`src/rtl/reaction_timer_spi_if.sv`:
```
// ----------------------------------------------------------------------------
// reaction_timer_spi_if : SPI bus between the readback master and its slave
// Rev 1.0
// ----------------------------------------------------------------------------
`default_nettype none

interface reaction_timer_spi_if;
  logic sclk;
  logic cs;
  logic miso;

  modport master (output sclk, output cs, input miso);
  modport slave  (input sclk, input cs, output miso);
endinterface

`default_nettype wire

```
`src/rtl/reaction_timer_spi.sv`:
```
// ----------------------------------------------------------------------------
// reaction_timer_spi : reaction timer plus free-running one-byte SPI reader
// Rev 1.0
// ----------------------------------------------------------------------------
`default_nettype none

module reaction_timer_spi #(
  parameter int PRESCALE = 1000,
  parameter int SPI_DIV  = 4,
  parameter int SPI_GAP  = 16
) (
  input  wire logic             clk,
  input  wire logic             rst_n,
  input  wire logic             button_i,
  input  wire logic             led_on_i,
  output logic [7:0]            time_out_o,
  output logic                  done_o,
  output logic                  false_start_o,
  output logic [7:0]            data_out_o,
  reaction_timer_spi_if.master  spi
);

  localparam int PW = $clog2(PRESCALE);
  localparam int DW = (SPI_DIV > 1) ? $clog2(SPI_DIV) : 1;
  localparam int GW = (SPI_GAP > 1) ? $clog2(SPI_GAP) : 1;

  typedef enum logic [1:0] {T_IDLE = 2'd0, T_COUNT = 2'd1, T_DONE = 2'd2} t_state_e;
  typedef enum logic       {S_GAP = 1'b0, S_XFER = 1'b1} s_state_e;

  logic btn_s1_q, btn_s2_q, btn_dly_q;
  logic led_s1_q, led_s2_q, led_dly_q;
  logic w_btn_rise, w_led_rise, w_led_fall;

  t_state_e        t_state_q, t_state_d;
  logic [PW-1:0]   presc_q, presc_d;
  logic [7:0]      ticks_q, ticks_d;
  logic [7:0]      time_q, time_d;
  logic            done_q, done_d;
  logic            fs_q, fs_d;

  s_state_e        s_state_q, s_state_d;
  logic [GW-1:0]   gap_q, gap_d;
  logic [DW-1:0]   div_q, div_d;
  logic [2:0]      bit_q, bit_d;
  logic [7:0]      shreg_q, shreg_d;
  logic [7:0]      data_q, data_d;
  logic            sclk_q, sclk_d;
  logic            cs_q, cs_d;

  always_ff @(posedge clk or negedge rst_n) begin
    if (!rst_n) begin
      btn_s1_q  <= 1'b0;
      btn_s2_q  <= 1'b0;
      btn_dly_q <= 1'b0;
      led_s1_q  <= 1'b0;
      led_s2_q  <= 1'b0;
      led_dly_q <= 1'b0;
    end else begin
      btn_s1_q  <= button_i;
      btn_s2_q  <= btn_s1_q;
      btn_dly_q <= btn_s2_q;
      led_s1_q  <= led_on_i;
      led_s2_q  <= led_s1_q;
      led_dly_q <= led_s2_q;
    end
  end

  assign w_btn_rise = btn_s2_q & ~btn_dly_q;
  assign w_led_rise = led_s2_q & ~led_dly_q;
  assign w_led_fall = ~led_s2_q & led_dly_q;

  always_ff @(posedge clk or negedge rst_n) begin
    if (!rst_n) begin
      t_state_q <= T_IDLE;
      presc_q   <= '0;
      ticks_q   <= '0;
      time_q    <= '0;
      done_q    <= 1'b0;
      fs_q      <= 1'b0;
    end else begin
      t_state_q <= t_state_d;
      presc_q   <= presc_d;
      ticks_q   <= ticks_d;
      time_q    <= time_d;
      done_q    <= done_d;
      fs_q      <= fs_d;
    end
  end

  always_comb begin
    t_state_d = t_state_q;
    presc_d   = presc_q;
    ticks_d   = ticks_q;
    time_d    = time_q;
    done_d    = 1'b0;
    fs_d      = fs_q;
    case (t_state_q)
      T_IDLE: begin
        if (w_led_rise) begin
          t_state_d = T_COUNT;
          presc_d   = '0;
          ticks_d   = '0;
          fs_d      = 1'b0;
        end else if (w_btn_rise && !led_s2_q) begin
          fs_d = 1'b1;
        end
      end
      T_COUNT: begin
        if (presc_q == PW'(PRESCALE - 1)) begin
          presc_d = '0;
          if (ticks_q != 8'hFF) ticks_d = ticks_q + 8'd1;
        end else begin
          presc_d = presc_q + 1'b1;
        end
        // A press in the same cycle as the LED dropping still counts as a result
        if (w_btn_rise) begin
          t_state_d = T_DONE;
          time_d    = ticks_q;
          done_d    = 1'b1;
        end else if (w_led_fall) begin
          t_state_d = T_IDLE;
        end
      end
      T_DONE: begin
        if (!led_s2_q && !btn_s2_q) t_state_d = T_IDLE;
      end
      default: t_state_d = T_IDLE;
    endcase
  end

  always_ff @(posedge clk or negedge rst_n) begin
    if (!rst_n) begin
      s_state_q <= S_GAP;
      gap_q     <= '0;
      div_q     <= '0;
      bit_q     <= 3'd7;
      shreg_q   <= '0;
      data_q    <= '0;
      sclk_q    <= 1'b0;
      cs_q      <= 1'b1;
    end else begin
      s_state_q <= s_state_d;
      gap_q     <= gap_d;
      div_q     <= div_d;
      bit_q     <= bit_d;
      shreg_q   <= shreg_d;
      data_q    <= data_d;
      sclk_q    <= sclk_d;
      cs_q      <= cs_d;
    end
  end

  always_comb begin
    s_state_d = s_state_q;
    gap_d     = gap_q;
    div_d     = div_q;
    bit_d     = bit_q;
    shreg_d   = shreg_q;
    data_d    = data_q;
    sclk_d    = sclk_q;
    cs_d      = cs_q;
    case (s_state_q)
      S_GAP: begin
        sclk_d = 1'b0;
        cs_d   = 1'b1;
        if (gap_q == GW'(SPI_GAP - 1)) begin
          s_state_d = S_XFER;
          gap_d     = '0;
          div_d     = '0;
          bit_d     = 3'd7;
          cs_d      = 1'b0;
        end else begin
          gap_d = gap_q + 1'b1;
        end
      end
      S_XFER: begin
        if (div_q == DW'(SPI_DIV - 1)) begin
          div_d  = '0;
          sclk_d = ~sclk_q;
          if (!sclk_q) begin
            shreg_d[bit_q] = spi.miso;
          end else if (bit_q == 3'd0) begin
            // Eighth falling edge: publish the byte and release the slave together
            s_state_d = S_GAP;
            gap_d     = '0;
            sclk_d    = 1'b0;
            cs_d      = 1'b1;
            data_d    = shreg_q;
          end else begin
            bit_d = bit_q - 3'd1;
          end
        end else begin
          div_d = div_q + 1'b1;
        end
      end
      default: s_state_d = S_GAP;
    endcase
  end

  assign time_out_o    = time_q;
  assign done_o        = done_q;
  assign false_start_o = fs_q;
  assign data_out_o    = data_q;
  assign spi.sclk      = sclk_q;
  assign spi.cs        = cs_q;

endmodule

`default_nettype wire

```
`src/flat_wrapper.sv`:
```
// flat-port wrapper written by rule: the top's interface ports become plain ports
module reaction_timer_spi_flat 
#(
  parameter int PRESCALE = 1000,
  parameter int SPI_DIV  = 4,
  parameter int SPI_GAP  = 16
)
  (clk, rst_n, button_i, led_on_i, time_out_o, done_o, false_start_o, data_out_o, spi_sclk, spi_cs, spi_miso);
  reaction_timer_spi_if spi_i ();
  input  wire logic clk;
  input  wire logic rst_n;
  input  wire logic button_i;
  input  wire logic led_on_i;
  output logic [7:0] time_out_o;
  output logic done_o;
  output logic false_start_o;
  output logic [7:0] data_out_o;
  output wire logic [$bits(spi_i.sclk)-1:0] spi_sclk;
  output wire logic [$bits(spi_i.cs)-1:0] spi_cs;
  input wire logic [$bits(spi_i.miso)-1:0] spi_miso;
  assign spi_sclk = spi_i.sclk;
  assign spi_cs = spi_i.cs;
  assign spi_i.miso = spi_miso;
  reaction_timer_spi #(.PRESCALE(PRESCALE), .SPI_DIV(SPI_DIV), .SPI_GAP(SPI_GAP)) u_core (.clk(clk), .rst_n(rst_n), .button_i(button_i), .led_on_i(led_on_i), .time_out_o(time_out_o), .done_o(done_o), .false_start_o(false_start_o), .data_out_o(data_out_o), .spi(spi_i));
endmodule
```
`config.mk`:
```
export PLATFORM = sky130hd
export DESIGN_NAME = reaction_timer_spi_flat
export DESIGN_NICKNAME = d
export VERILOG_FILES = /design/src/rtl/reaction_timer_spi_if.sv /design/src/rtl/reaction_timer_spi.sv /design/src/flat_wrapper.sv
export SDC_FILE = /design/constraint.sdc
export NUM_CORES = 1
export LEC_CHECK = 0
export CAP_MARGIN = 30
export CORE_ASPECT_RATIO = 0.5
export CORE_MARGIN = 2
export CORE_UTILIZATION = 47
export CTS_CLUSTER_DIAMETER = 80
export CTS_CLUSTER_SIZE = 14
export DETAILED_ROUTE_END_ITERATION = 10
export GPL_TIMING_DRIVEN = 0
export HOLD_SLACK_MARGIN = 0.08
export PLACE_DENSITY = 0.75
export SLEW_MARGIN = 30
export SYNTH_ARGS = -nofsm -noshare
export SYNTH_HDL_FRONTEND = slang
export SYNTH_SLANG_ARGS = --single-unit
```
`constraint.sdc`:
```
create_clock -name clk -period 1.8 [get_ports clk]
set_input_delay 0.54 -clock clk [delete_from_list [all_inputs] [get_ports clk]]
set_output_delay 0.54 -clock clk [all_outputs]
set_load 0.03 [all_outputs]
```
==> results of run 1 <==
[layer usage]
metal / global-route usage (%) / vias to the layer above
met1: 22.8 / 1131
met2: 32.5 / 54
met3: 5.73 / 15
met4: 10.2 / 0
li1: - / 1033
met5: 0 / -
[through the flow]
step           setup WS (ps)  util [%]  power [uW]  std cells
3_3_place_gp           -1770      53.7        1930        352
3_5_place_dp            -392      54.1        1950        353
4_1_cts                -18.3      61.5        3920        381
5_1_grt                -42.9      63.7        4120        385
6_report                5.25      63.7        3970        385
2_1_floorplan          -32.9         -        1820        251
[synthesized netlist by cell type (2+ instances only)]
cell type and n:
a211oi_1 2, a21oi_1 9, a22o_1 3, a31oi_1 9, and3_1 3, buf_6 2
clkbuf_1 3, dfrtp_1 60, dfstp_2 4, ha_1 6, inv_1 9, mux2_2 25
nand2_1 18, nand2b_1 4, nand3_1 11, nand4_1 3, nor2_1 13, nor2_2 2
nor3_1 7, nor3b_1 2, nor4_1 4, o211ai_1 2, o21ai_0 11, o31ai_1 5
or3_1 4, or4_1 4, xnor2_1 5
[cell families after synthesis]
logic type | Yosys count | share of synthesized area (%)
compound gates | 52 | 12.4
xor+xnor | 5 | 1.52
fa+ha+maj | 6 | 2.60
buf+inv | 16 | 2.65
flops | 64 | 55.7
mux | 26 | 10.1
simple gates | 82 | 15.0
[how the worst max path moves through the flow]
stage / cells after the start / endpoint / startpoint
6_report: 6 / u_core.bit_q[2] / u_core.bit_q[1]
5_1_grt: 6 / u_core.ticks_q[3] / u_core.presc_q[0]
4_1_cts: 6 / u_core.ticks_q[4] / u_core.presc_q[3]
3_5_place_dp: 7 / u_core.data_out_o[3] / u_core.bit_q[1]
3_3_place_gp: 1 / u_core.presc_q[6] / rst_n
2_1_floorplan: 7 / u_core.data_out_o[0] / u_core.bit_q[1]
[cell type report]
class / instances / area [sq um]
fill: 450 / 2180
clock inverter: 5 / 78.8
tap: 77 / 96.3
clock buffer: 11 / 253
timing repair buffer: 42 / 375
multi-input combinational: 172 / 1350
buffer: 4 / 23.8
sequential: 64 / 1610
inverter: 10 / 37.5
[power breakdown]
group | switching, uW | internal (uW) | total (uW)
clock | 621 | 1280 | 1900
sequential | 79.9 | 1510 | 1590
combinational | 261 | 211 | 472
total | 962 | 3000 | 3970
[registers in the layout, summed over array words and instances (netlist names), 2 cells and up]
name               count
u_core.data_out_o      8
u_core.presc_q        10
u_core.shreg_q         8
u_core.ticks_q         8
u_core.time_out_o      8
u_core.div_q           2
u_core.bit_q           3
u_core.t_state_q       2
u_core.gap_q           4
[repair_timing]
action,CTS,global route
endpoints found under the hold margin,12,0
pin swaps,6,6
gates resized for setup,33,19
endpoints found under the setup margin,54,34
hold buffers,1,0
gates cloned,1,0
buffers inserted,11,5
[critical path, delay by kind of cell (launching register included)]
family	cells	cell delay, ps
and+or+nand+nor	2	490
AOI/OAI and AO/OA	2	290
buffers and inverters	1	120
adders and majority gates	1	200
DFF	1	620
==> summary.txt, run 1 <==
Die Width -> 115 um
Worst vdd ir -> 474 uV
Final Setup Violations -> 0
Final instance area -> 0.00383 sq mm
Via count -> 2233
Met2 WL -> 3.17 mm
Wire per inst -> 16.2 um
Top sig layer -> met4
Layout cell share with drive strength beyond 1 -> 30.5%
Clock Latency Late Sink -> 330 ps
Crit path largest cell delay -> 620 ps
IO Pins -> 25
Max_cap viols -> 0
Port bufs -> 24
GP Congestion -> 0.834
Row count -> 20
Initial antenna violation count -> 0
# clock sinks -> 64
Worst hold path stage count -> 0
Clock skew -> 4.39 ps
Clock-pin slew on the worst setup and hold paths -> 50 ps
Max Fclk -> 0.557 GHz
Cts bufs inserted -> 9
Ant diodes -> 0
Most common cell after layout, fill and taps aside -> dfrtp_1
Post-synth EDFFs -> 0
Met1 WL -> 2.73 mm
Cell Area, Synth -> 0.00288 sq mm
Final net count -> 314
Critical path peak fanout -> 8
Worst Path Arrival -> 2050 ps
HP Class -> flip-flop to flip-flop
Total gr overflow -> 0
Asr flop ratio synth -> 100%
Reg-to-Reg Start -> u_core.bit_q[1]
First-pass GRT wire length -> 9.85 mm
Hold Path Origin -> u_core.btn_s1_q
Leakage -> 0.00173 uW
Slowest CP cell -> dfstp_2
Clk buf depth -> 2
Final Cycle Share -> 99.7%
Worst path required time -> 2050 ps
CORE AREA -> 0.00601 sq mm
Initial Util -> 48.0%
Area of the die -> 0.00682 sq mm
Via density -> 5.80
Worst path cell trace -> inv_1 > ha_1 > nor2b_4 > nor3b_2 > a21oi_1 > o22ai_1
Vias in the first global route -> 2067
Worst R2R End -> u_core.bit_q[2]
Metal3 WL -> 228 um
Largest net degree at the start of global routing -> 51
Routed WL -> 6.24 mm
RSZ-0062 raised after global routing -> true
# DRC -> 0
Main synth FF type -> dfrtp_1
Placed cell areas -> 0.00325 sq mm
Minimum clock period -> 1790 ps
Final Slew Violations -> 0
Tightest Pin Transition -> 493 ps
CTS root buf -> clkbuf_16
Most frequent cells in the layout -> 59 x dfrtp_1, 25 x mux2_2, 19 x dlygate4sd2_1, 16 x buf_4, 15 x nand2_1
Worst hold slack -> 353 ps
Cells after Synth -> 251
Reg2Reg Depth -> 6
Syn_nets -> 262
Setup TNS -> 0 ps
Run status -> finished clean
CTS tree -> done
Top cells by area, synth -> dfrtp_1 52%, mux2_2 9.8%, dfstp_2 3.6%
Warnings from Yosys -> 0
Internal reg-to-reg setup slack -> 5 ps
Tot GR Track Use -> 19.2%
Htree depth -> 3
Crit path kind -> flip-flop to flip-flop
Sequential share of the synthesized area -> 55.7%
Slew HR -> 66.3%
Crit path launch type -> flip-flop
Hold Path End -> u_core.btn_s2_q
Die H -> 59.4 um
Area growth from synthesis to layout -> 32.7%
Post-route ant nets -> 0
Post-DP HPWL -> 3.65 mm
Drt pass-1 iters -> 4
Endpoint class of the critical path -> flip-flop
Pwr dens -> 1040 mW/mm^2
Synth area leader -> dfrtp_1
Top-area cell type share of the netlist area -> 52.1%
Yosys cell types -> 48
#FFs+latches synth -> 64
Avg Cell Area, Syn -> 11.5 sq um
DRT iter0 DRCs -> 107
Final hold viol count -> 0
Power figures use the tool's default switching activity.
==> inputs of run 2 (changes only) <==
PLACE_DENSITY = 0.72   (was 0.75)
SKIP_LAST_GASP = 1   (was unset)
clock period = 2.2 ns   (was 1.8 ns; I/O delays follow)
==> run 2 against run 1 <==
- count of clock-buffer cells in the layout down 2
- global-route usage down 1.1 points
- final area down 7.1%
- first-iteration DRC count down 31%
- via count down 8.3%
- setup slack better by 55 ps
- final cell count down 4.2%
- register-to-register slack better by 190 ps
- non-clock buffer count down 15
- critical path depth down 5
- total power down 25%
- sequential power down 18%
- largest cell class unchanged
- largest power group unchanged
==> summary.txt, run 2 (same netlist as run 1, synthesis figures left out) <==
Leakage -> 0.00154 uW (-11%)
CORE AREA -> 0.00601 sq mm (unchanged)
Area growth from synthesis to layout -> 23.3%
Wire per inst -> 14.4 um (-11%)
Clock power share -> 47.0% (-1.0 points)
Pint -> 2220 uW (-26%)
Tot GR Track Use -> 18.2% (-1.1 points)
Crit path kind -> flip-flop to output pin
Drt pass-1 iters -> 6 (+2)
Worst Path Arrival -> 1480 ps (-570 ps)
Max FFs per register -> 10 (unchanged)
Max Fclk -> 0.467 GHz
Endpoint class of the critical path -> output pin
Cts bufs inserted -> 9 (unchanged)
Clock Latency Late Sink -> 330 ps (about the same)
CP Buf/Inv Count -> 1 (unchanged)
Via count -> 2048 (-8.3%)
First-pass GRT wire length -> 9.43 mm (-4.2%)
DRT iter0 DRCs -> 74 (-31%)
Pwr dens -> 835 mW/mm^2 (-19%)
Worst hold slack -> 198 ps (-155 ps)
Initial Util -> 48.0% (unchanged)
Initial antenna violation count -> 0 (unchanged)
Port bufs -> 24 (unchanged)
Crit path largest cell delay -> 710 ps (+90 ps)
Final net count -> 298 (-5.1%)
Post-DP HPWL -> 3.63 mm (-0.50%)
# clock sinks -> 64 (unchanged)
Max_cap viols -> 0 (unchanged)
# DRC -> 0 (unchanged)
Via density -> 5.55 (-4.3%)
GP Congestion -> 0.799 (-4.2%)
Run status -> finished clean
Worst path required time -> 1540 ps (-510 ps)
Util after Layout -> 59.2% (-4.5 points)
Post-route ant nets -> 0 (unchanged)
# resized after CTS -> 0 (-100%)
Tightest Pin Transition -> 679 ps (+186 ps)
Die H -> 59.4 um (unchanged)
Final Cycle Share -> 97.3%
Most common cell after layout, fill and taps aside -> dfrtp_1
CTS root buf -> clkbuf_16
Final hold viol count -> 0 (unchanged)
IO Pins -> 25 (unchanged)
Slew HR -> 54.3% (-12 points)
M1 GR Usage -> 22.3% (-0.50 points)
Die Width -> 115 um (unchanged)
Total gr overflow -> 0 (unchanged)
Top reg by flops -> u_core.presc_q
Clock skew -> 3.92 ps (-0.468 ps)
Ant diodes -> 0 (unchanged)
Crit path launch type -> flip-flop
Setup ws final -> 60.3 ps (+55.1 ps)
Worst vdd ir -> 413 uV (-13%)
Switching share of power -> 25.3% (+1.0 points)
Place WS -> 37.5 ps (+429 ps)
Most frequent cells in the layout -> 60 x dfrtp_1, 25 x mux2_2, 22 x clkdlybuf4s50_1, 18 x nand2_1, 13 x nor2_1
Slowest CP cell -> clkdlybuf4s50_1
Clk buf depth -> 2 (unchanged)
Reg2Reg Depth -> 7 (+1)
Clock-pin slew on the worst setup and hold paths -> 60 ps (about the same)
Placed instance count -> 353 (unchanged)
Final Setup Violations -> 0 (unchanged)
Minimum clock period -> 2140 ps
Routed WL -> 5.32 mm (-15%)
Row count -> 20 (unchanged)
Vias in the first global route -> 2043 (-1.2%)
CP Depth -> 1 (-5)
Met3 Usage GRT -> 6.85% (+1.1 points)
Largest net degree at the start of global routing -> 48 (-5.9%)
Combinational power share -> 9.4% (-2.5 points)
Seq pwr share -> 43.7% (+3.6 points)
Post-CTS setup repair buffer count -> 0 (-11)
Non-filler cells, final -> 369 (-4.2%)
Switching power -> 751 uW (-22%)
Cell family with most CP delay -> buffers and inverters
RSZ-0062 raised after global routing -> false
Area of the die -> 0.00682 sq mm (unchanged)
Final Slew Violations -> 0 (unchanged)
Worst path cell trace -> clkdlybuf4s50_1
CTS Hold Buffers Added -> 0 (-1)
Htree depth -> 3 (unchanged)
CTS tree -> done
Top Usage Layer GRT -> met2
Grt met2 use -> 30.3% (-2.1 points)
Critical path peak fanout -> 7 (-1)
Layout cell share with drive strength beyond 1 -> 19.9% (-11 points)
HP Class -> primary input to async pin
## run 2: per-layer routing
layer,up-vias,share of wire [%]
met2,32,50
met3,7,3.5
met4,0,1.2
met1,1010,45
li1,999,-
met5,-,0
## run 2: cell type report
class,instances,area [sq um]
plain buffers,6,38.8
fillers,489,2450
clock buffers,9,225
repair buffers,25,268
well taps,77,96.3
clock inverters,7,72.6
flip-flops and latches,64,1610
inverters,10,37.5
multi-input cells,171,1210
## run 2: power groups by stage
stage	clock network, uW	logic, uW	registers [uW]
after CTS	1420	281	1300
after global placement	0	267	1310
final	1390	279	1300
after global routing	1480	319	1310
after floorplan	0	168	1320
after detailed placement	0	280	1310
## run 2: metrics by stage
step / TNS [ps] / total power (uW) / cell area (sq um)
after floorplan: 0 / 1490 / 2880
after global placement: -94630 / 1580 / 3220
after detailed placement: 0 / 1590 / 3250
after CTS: 0 / 3000 / 3540
after global routing: 0 / 3110 / 3560
final: 0 / 2970 / 3560
## run 2: final timing paths
kind / from / to / slack, ps
min in group clk: u_core.btn_s1_q / u_core.btn_s2_q / 350
worst max-delay path: u_core.spi.sclk / spi_sclk / 60
worst min-delay path: rst_n / u_core.gap_q[3] / 200
max in group asynchronous: rst_n / u_core.spi.cs / 1460
worst max register to register: u_core.bit_q[1] / u_core.bit_q[2] / 200
worst min register to register: u_core.btn_s1_q / u_core.btn_s2_q / 350
